## config.mk

```make
export PLATFORM = sky130hd
export DESIGN_NAME = rr_arbiter
export DESIGN_NICKNAME = d
export VERILOG_FILES = /design/src/rtl/arbiter_pkg.sv /design/src/rtl/arb_pick.sv /design/src/rtl/rr_arbiter.sv
export SDC_FILE = /design/constraint.sdc
export NUM_CORES = 1
export LEC_CHECK = 0
export CAP_MARGIN = 15
export CORE_MARGIN = 10
export CORE_UTILIZATION = 40
export DETAILED_ROUTE_END_ITERATION = 8
export PLACE_DENSITY_LB_ADDON = 0.12
export SYNTH_ARGS = -nofsm -noshare
export SYNTH_HDL_FRONTEND = slang
export SYNTH_SLANG_ARGS = --single-unit
```

## constraint.sdc

```tcl
create_clock -name clk -period 5.54 [get_ports clk]
set_input_delay 1.108 -clock clk [delete_from_list [all_inputs] [get_ports clk]]
set_output_delay 1.108 -clock clk [all_outputs]
set_load 0.01 [all_outputs]
```

## src/rtl/arbiter_pkg.sv

```systemverilog
// Shared types and helpers for the request arbiter.
package arbiter_pkg;

    typedef enum logic {ARB_RR, ARB_FIXED} arb_mode_e;

    typedef enum logic {IDLE, BUSY} arb_state_e;

    // Width of the hold counter; large enough for MAX_HOLD up to 255.
    localparam int unsigned HOLD_W = 8;

    // Increment an index modulo n.
    function automatic int unsigned wrap_inc(input int unsigned idx, input int unsigned n);
        return (idx + 1 >= n) ? 0 : idx + 1;
    endfunction

endpackage

```

## src/rtl/arb_pick.sv

```systemverilog
// Combinational winner search: first set request at or above ptr, wrapping,
// optionally skipping one index (the current owner).
module arb_pick
    import arbiter_pkg::*;
#(
    parameter int unsigned N = 4
) (
    input  logic [N-1:0]         req,
    input  logic [$clog2(N)-1:0] ptr,
    input  logic [$clog2(N)-1:0] mask_idx,
    input  logic                 mask_en,
    output logic                 found,
    output logic [$clog2(N)-1:0] idx
);

    localparam int unsigned IDW = $clog2(N);

    // Scan N candidates starting at ptr; the first eligible one wins.
    always_comb begin
        int unsigned c;
        found = 1'b0;
        idx   = '0;
        c     = 0;
        for (int unsigned i = 0; i < N; i++) begin
            c = 32'(ptr) + i;
            if (c >= N) begin
                c = c - N;
            end
            if (!found && req[c] && !(mask_en && (c == 32'(mask_idx)))) begin
                found = 1'b1;
                idx   = c[IDW-1:0];
            end
        end
    end

endmodule

```

## src/rtl/rr_arbiter.sv

```systemverilog
// Round-robin / fixed-priority arbiter with a bounded hold time.
// The owner keeps the grant while it requests, until it has held for
// MAX_HOLD cycles and someone else is waiting.
module rr_arbiter
    import arbiter_pkg::*;
#(
    parameter int unsigned N        = 4,
    parameter int unsigned MAX_HOLD = 8,
    parameter arb_mode_e   MODE     = ARB_RR
) (
    input  logic                 clk,
    input  logic                 reset,
    input  logic [N-1:0]         req,
    output logic [N-1:0]         grant,
    output logic                 grant_valid,
    output logic [$clog2(N)-1:0] grant_id
);

    localparam int unsigned     IDW      = $clog2(N);
    localparam logic [HOLD_W-1:0] HOLD_MAX = HOLD_W'(MAX_HOLD - 1);

    arb_state_e        state_q, state_d;
    logic [IDW-1:0]    ptr_q, ptr_d;
    logic [HOLD_W-1:0] hold_q, hold_d;
    logic [IDW-1:0]    owner_d;
    logic              take;

    logic [N-1:0]      grant_q, grant_d;
    logic              grant_valid_q, grant_valid_d;
    logic [IDW-1:0]    grant_id_q, grant_id_d;

    logic [IDW-1:0]    pick_ptr;
    logic              pick_found;
    logic [IDW-1:0]    pick_idx;

    // Fixed priority is a search that always starts at index 0.
    assign pick_ptr = (MODE == ARB_FIXED) ? '0 : ptr_q;

    // While busy the owner is masked so a handover always finds someone else.
    arb_pick #(
        .N (N)
    ) u_pick (
        .req      (req),
        .ptr      (pick_ptr),
        .mask_idx (grant_id_q),
        .mask_en  (state_q == BUSY),
        .found    (pick_found),
        .idx      (pick_idx)
    );

    // State, pointer, hold counter and output registers.
    always_ff @(posedge clk or negedge reset) begin
        if (!reset) begin
            state_q       <= IDLE;
            ptr_q         <= '0;
            hold_q        <= '0;
            grant_q       <= '0;
            grant_valid_q <= 1'b0;
            grant_id_q    <= '0;
        end else begin
            state_q       <= state_d;
            ptr_q         <= ptr_d;
            hold_q        <= hold_d;
            grant_q       <= grant_d;
            grant_valid_q <= grant_valid_d;
            grant_id_q    <= grant_id_d;
        end
    end

    // Next-state: decide whether to keep the owner, hand over, or go idle.
    always_comb begin
        state_d = state_q;
        owner_d = grant_id_q;
        ptr_d   = ptr_q;
        hold_d  = hold_q;
        take    = 1'b0;
        unique case (state_q)
            IDLE: begin
                if (pick_found) begin
                    take = 1'b1;
                end
            end
            BUSY: begin
                if (!req[grant_id_q]) begin
                    // Owner released: hand over in the same edge, no bubble.
                    if (pick_found) begin
                        take = 1'b1;
                    end else begin
                        state_d = IDLE;
                    end
                end else if ((hold_q == HOLD_MAX) && pick_found) begin
                    take = 1'b1;
                end else if (hold_q != HOLD_MAX) begin
                    hold_d = hold_q + 1'b1;
                end
            end
            default: state_d = IDLE;
        endcase
        if (take) begin
            state_d = BUSY;
            owner_d = pick_idx;
            hold_d  = '0;
            ptr_d   = IDW'(wrap_inc(32'(pick_idx), N));
        end
    end

    // Outputs: decode the next owner into the registered grant bus.
    always_comb begin
        grant_d       = '0;
        grant_valid_d = (state_d == BUSY);
        grant_id_d    = '0;
        if (state_d == BUSY) begin
            grant_d[owner_d] = 1'b1;
            grant_id_d       = owner_d;
        end
    end

    assign grant       = grant_q;
    assign grant_valid = grant_valid_q;
    assign grant_id    = grant_id_q;

endmodule

```

==> results by stage <==
Layout:
- The multi-input gate area in the final layout is 749 sq um.
- The count of inserted antenna diode cells is 0.
- The ratio of cells with drive above 1 in the final layout is 13.6%.
- From synthesis to final layout, the design area changed by 11.4%.
- The final layout contains between 100 and 150 nets.
- Across the whole layout, storage elements account for 425 sq um.
- The post-layout instance count excluding filler cells is 176.
- The total of fill cells in the finished design is 287.

Placed design:
- The placed wire-length estimate after detailed placement is a little over 2000 um.
- Routability-driven placement finished with a final weighted congestion of ~0.81.
- Buffers placed on the I/O ports in this run total 12.
- The placed cell count is 172.

Global route:
- The number of antenna violations at the first check in global routing was 0.
- The maximum number of pins on one net before global-route repair is 18.
- The global routing usage summed across all routing layers is 9.16%.
- The first-pass GRT wire length is 4510 um.
- The total congestion overflow is 0.
- The via count of the first global-routing pass is 941.

Synthesis:
- The synthesized netlist occupies a cell area of 0.00126 sq mm.
- The number of nets in the synthesized netlist is 133.
- The synthesized netlist devotes between 10% and 20% of its cell area to simple gates.
- After synthesis, the largest family of logic cells by area is compound AO/OA/AOI/OAI gates.
- After synthesis, the share of cell area in mux cells is 12.3%.
- Synthesis handed over a netlist of 123 instances.
- The sequential cell area fraction in the yosys report is 33.8%.
- The synthesized netlist devotes 5.46% of its cell area to XOR and XNOR gates.
- The synthesized-area fraction occupied by ao, oa, aoi and oai cells is 21.6%.
- The number of enable flip-flop cells after synthesis is 0.
- The flip-flop and latch count after synthesis is 17.
- In the synthesized netlist the async set-or-reset flop fraction comes to 100%.
- The warning count from the yosys run is 0.
- A synthesized cell averages 10.2 sq um.
- The adder-cell share of the synthesized area is 3.97%.
- For this run, the leading register cell type out of synthesis is sky130_fd_sc_hd__dfrtp_1.
- The number of distinct library cells after synthesis is 45.

Detailed routing:
- The pre-antenna-repair detailed-routing pass consisted of 4 iterations.
- In this run, the number of DRC markers left after iteration 0 of detailed routing was 55.
- For this run, design rule violations remaining after detail routing come to 0.
- After detailed routing, the total wire length is between 2000 and 3000 um.
- Once detail routing completed, the nets flagged for antenna violations numbered 0.
- Dividing the detail-routed wire length by the instance count gives 15.3 um.
- The via count of the routed design is roughly 970.
- In the routed layout, each cell is associated on average with a via count of 5.50.

Clocking:
- In this run the post-CTS setup repair buffer count came out at 0.
- After clock tree synthesis, the flow added hold-fix buffers numbering 0.
- The library cell used as clock root buffer is sky130_fd_sc_hd__clkbuf_4.
- The TritonCTS clock tree is done.
- TritonCTS created 3 clock buffers.
- CTS built an H-tree with a depth of 1.
- In this run, post-CTS repair resized a total of 0 instances.
- The clock latency at the later pin of the worst-skew pair is 290 ps.
- The maximum buffer depth of the clock tree is 2.
- The tree built by TritonCTS fans out to 17 sinks.
- Clock-pin slew was measured on the worst setup and hold paths at 90 ps.

Floorplan:
- The region available for standard cell placement spans 0.00303 sq mm.
- For this design the top-level I/O count stands at 13.
- The row count is 20.
- Measured along the x axis, the die boundary spans 76.1 um.
- The initial utilization of the core area, before any placement, comes to 41.6%.
- The floorplan step defined a die boundary enclosing 0.00580 sq mm.
- The height of the die is around 76 um.

Pwr:
- The total power density per cell area is 678 mW/mm^2.
- The static leakage is 0.581 nW.
- Across the VDD grid, the largest voltage drop is 0.227 mV.
- The total power draw is 951 uW.

Worst setup path:
- The endpoint required time on the critical path is between 5000 and 6000 ps.
- The endpoint of the worst register-to-register path is grant[2].
- The critical path endpoint category is a flop.
- The worst register-to-register path has a setup slack of 2140 ps.
- Together, buffers and inverters on the worst path number 1.
- The critical path endpoint is grant[2].
- The data arrival time of the worst path is 3620 ps.
- Traced cell by cell, the critical path runs through inv_1 -> ha_1 -> mux4_1 -> o31a_1 -> a2111oi_2 -> or2_2 -> and2b_1 -> a22oi_1 -> nor2_1.
- In this run the worst path has a maximum fanout of 13.
- The cell with the biggest individual delay on the critical path is sky130_fd_sc_hd__dfrtp_1.
- The instance count on the critical path is 9.
- The startpoint of the most critical register-to-register path is pick_ptr[0].
- On the critical path the largest part of the delay comes from flip-flops.
- The worst setup path is launched from a flop.
- The worst-case reg-to-reg path depth is 9.
- The worst setup path is of the flop to flop kind.
- The critical path starts at pick_ptr[0].
- The delay of the slowest critical-path stage is ~750 ps.

Timing:
- The headroom to the max-slew limit is 51.8%.
- Setup repair after global routing left no endpoint under its margin.
- Static timing analysis puts the maximum clock frequency at 0.294 GHz.
- The period utilization is 61.3%.
- The worst hold-check slack is 511 ps.
- The hold violation count in the final report is 0.
- For the final routed database, the setup TNS stands at 0 ps.
- The clock tree skew after final layout is 1.55 ps.
- The slew at the pin with the worst max-slew slack is 721 ps.
- The final setup violation count is 0.
- Counting I/O delays and the setup requirement, the final critical path takes 3400 ps.
- The final count of pins violating max slew is 0.

Outcome:
- The run finished with clean final reports.

Run:
- The reported max-cap violation count is 0.

Hold path:
- The kind of path behind the tightest hold check is flop to flop.
routing by layer:
| layer | share of wire (%) | GRT usage (%) |
|---|---|---|
| met5 | 0 | 0 |
| met1 | 50 | 11.5 |
| met4 | 0.70 | 2.23 |
| met3 | 5.5 | 3.54 |
| met2 | 44 | 14.4 |
worst min path at each step:
stage,to,slack [ps],depth (start not counted),start
floorplan,hold_q[7],460,1,hold_q[7]
global placement,hold_q[7],500,1,hold_q[7]
detailed placement,hold_q[7],490,1,hold_q[7]
CTS,hold_q[7],510,1,hold_q[7]
global route,hold_q[7],540,1,hold_q[7]
finish,hold_q[7],510,1,hold_q[7]
final cells by class:
type / count / share of cell area, %
clock buffer: 3 / 1.60
inverter: 7 / 1.87
sequential: 17 / 30.3
multi-input combinational: 92 / 53.4
tap: 44 / 3.92
timing repair buffer: 12 / 8.56
clock inverter: 1 / 0.357
worst register-to-register path: cells and delay by family, from the launching register on:
kind / cells / cell delay, ps
muxes: 1 / 590
adders and majority gates: 1 / 490
and+or+nand+nor: 3 / 640
AOI/OAI and AO/OA: 3 / 630
buffers and inverters: 1 / 210
DFF: 1 / 750
cells in the final DEF, fill, tap and decap left out, drive strengths merged, types with 2 or more instances in the layout:
| cell type | instances |
|---|---|
| inv | 7 |
| nand2 | 6 |
| mux4 | 5 |
| nand3 | 8 |
| mux2i | 2 |
| clkbuf | 3 |
| clkdlybuf4s50 | 12 |
| a22oi | 2 |
| a22o | 2 |
| o21ai | 11 |
| o31a | 3 |
| xor2 | 3 |
| nor2b | 4 |
| nor3 | 3 |
| xnor2 | 4 |
| o21a | 2 |
| a2111oi | 2 |
| ha | 4 |
| dfrtp | 17 |
| nor2 | 7 |
| and2 | 2 |
| and3 | 3 |
| a31oi | 2 |
state kept, by name (all words and copies together) (netlist names):
register     cells
grant_valid      1
hold_q           8
pick_ptr         2
grant_id         2
grant            4
Yosys cell counts, drive strengths merged, types with 2 or more instances:
master   count  area share (%)
a2111oi      2             2.4
a22o         2             1.4
a22oi        2             1.2
a31oi        2            0.99
and2         2            0.99
and3         3             1.5
buf          6             4.4
dfrtp       17              34
ha           4             4.0
inv          7             2.1
mux2i        2             1.6
mux4         5             9.8
nand2        6             2.0
nand3        8             3.2
nor2         7             2.1
nor2b        4             2.0
nor3         3             1.2
o21a         2             1.2
o21ai       11             4.4
o31a         3             2.1
xnor2        4             3.4
xor2         3             2.1
logic make-up (layout without fill, tap and decap cells):
logic type                 count (synthesis)  count (layout)
DFF                                       17              17
adders and majority gates                  4               4
xor gates and xnor gates                   7               7
AOI/OAI and AO/OA                         34              34
buffers and inverters                     14              23
and+or+nand+nor                           39              39
muxes                                      8               8
report_power, final:
part | switching, mW | total [mW] | leakage, nW | internal [mW]
registers | 0.0733 | 0.239 | 0.218 | 0.165
clock network | 0.0378 | 0.0647 | 0.0177 | 0.0269
logic | 0.340 | 0.648 | 0.345 | 0.308
total | 0.452 | 0.951 | 0.581 | 0.500
per-stage QoR:
step,cell area [sq um],setup WS (ps),util (%)
after global routing,1400,1940,46.4
after CTS,1400,2170,46.4
after detailed placement,1380,2010,45.5
after global placement,1380,2010,45.5
after floorplan,1260,2790,-
final,1400,2140,46.4
(Power assumes the default switching activity.)
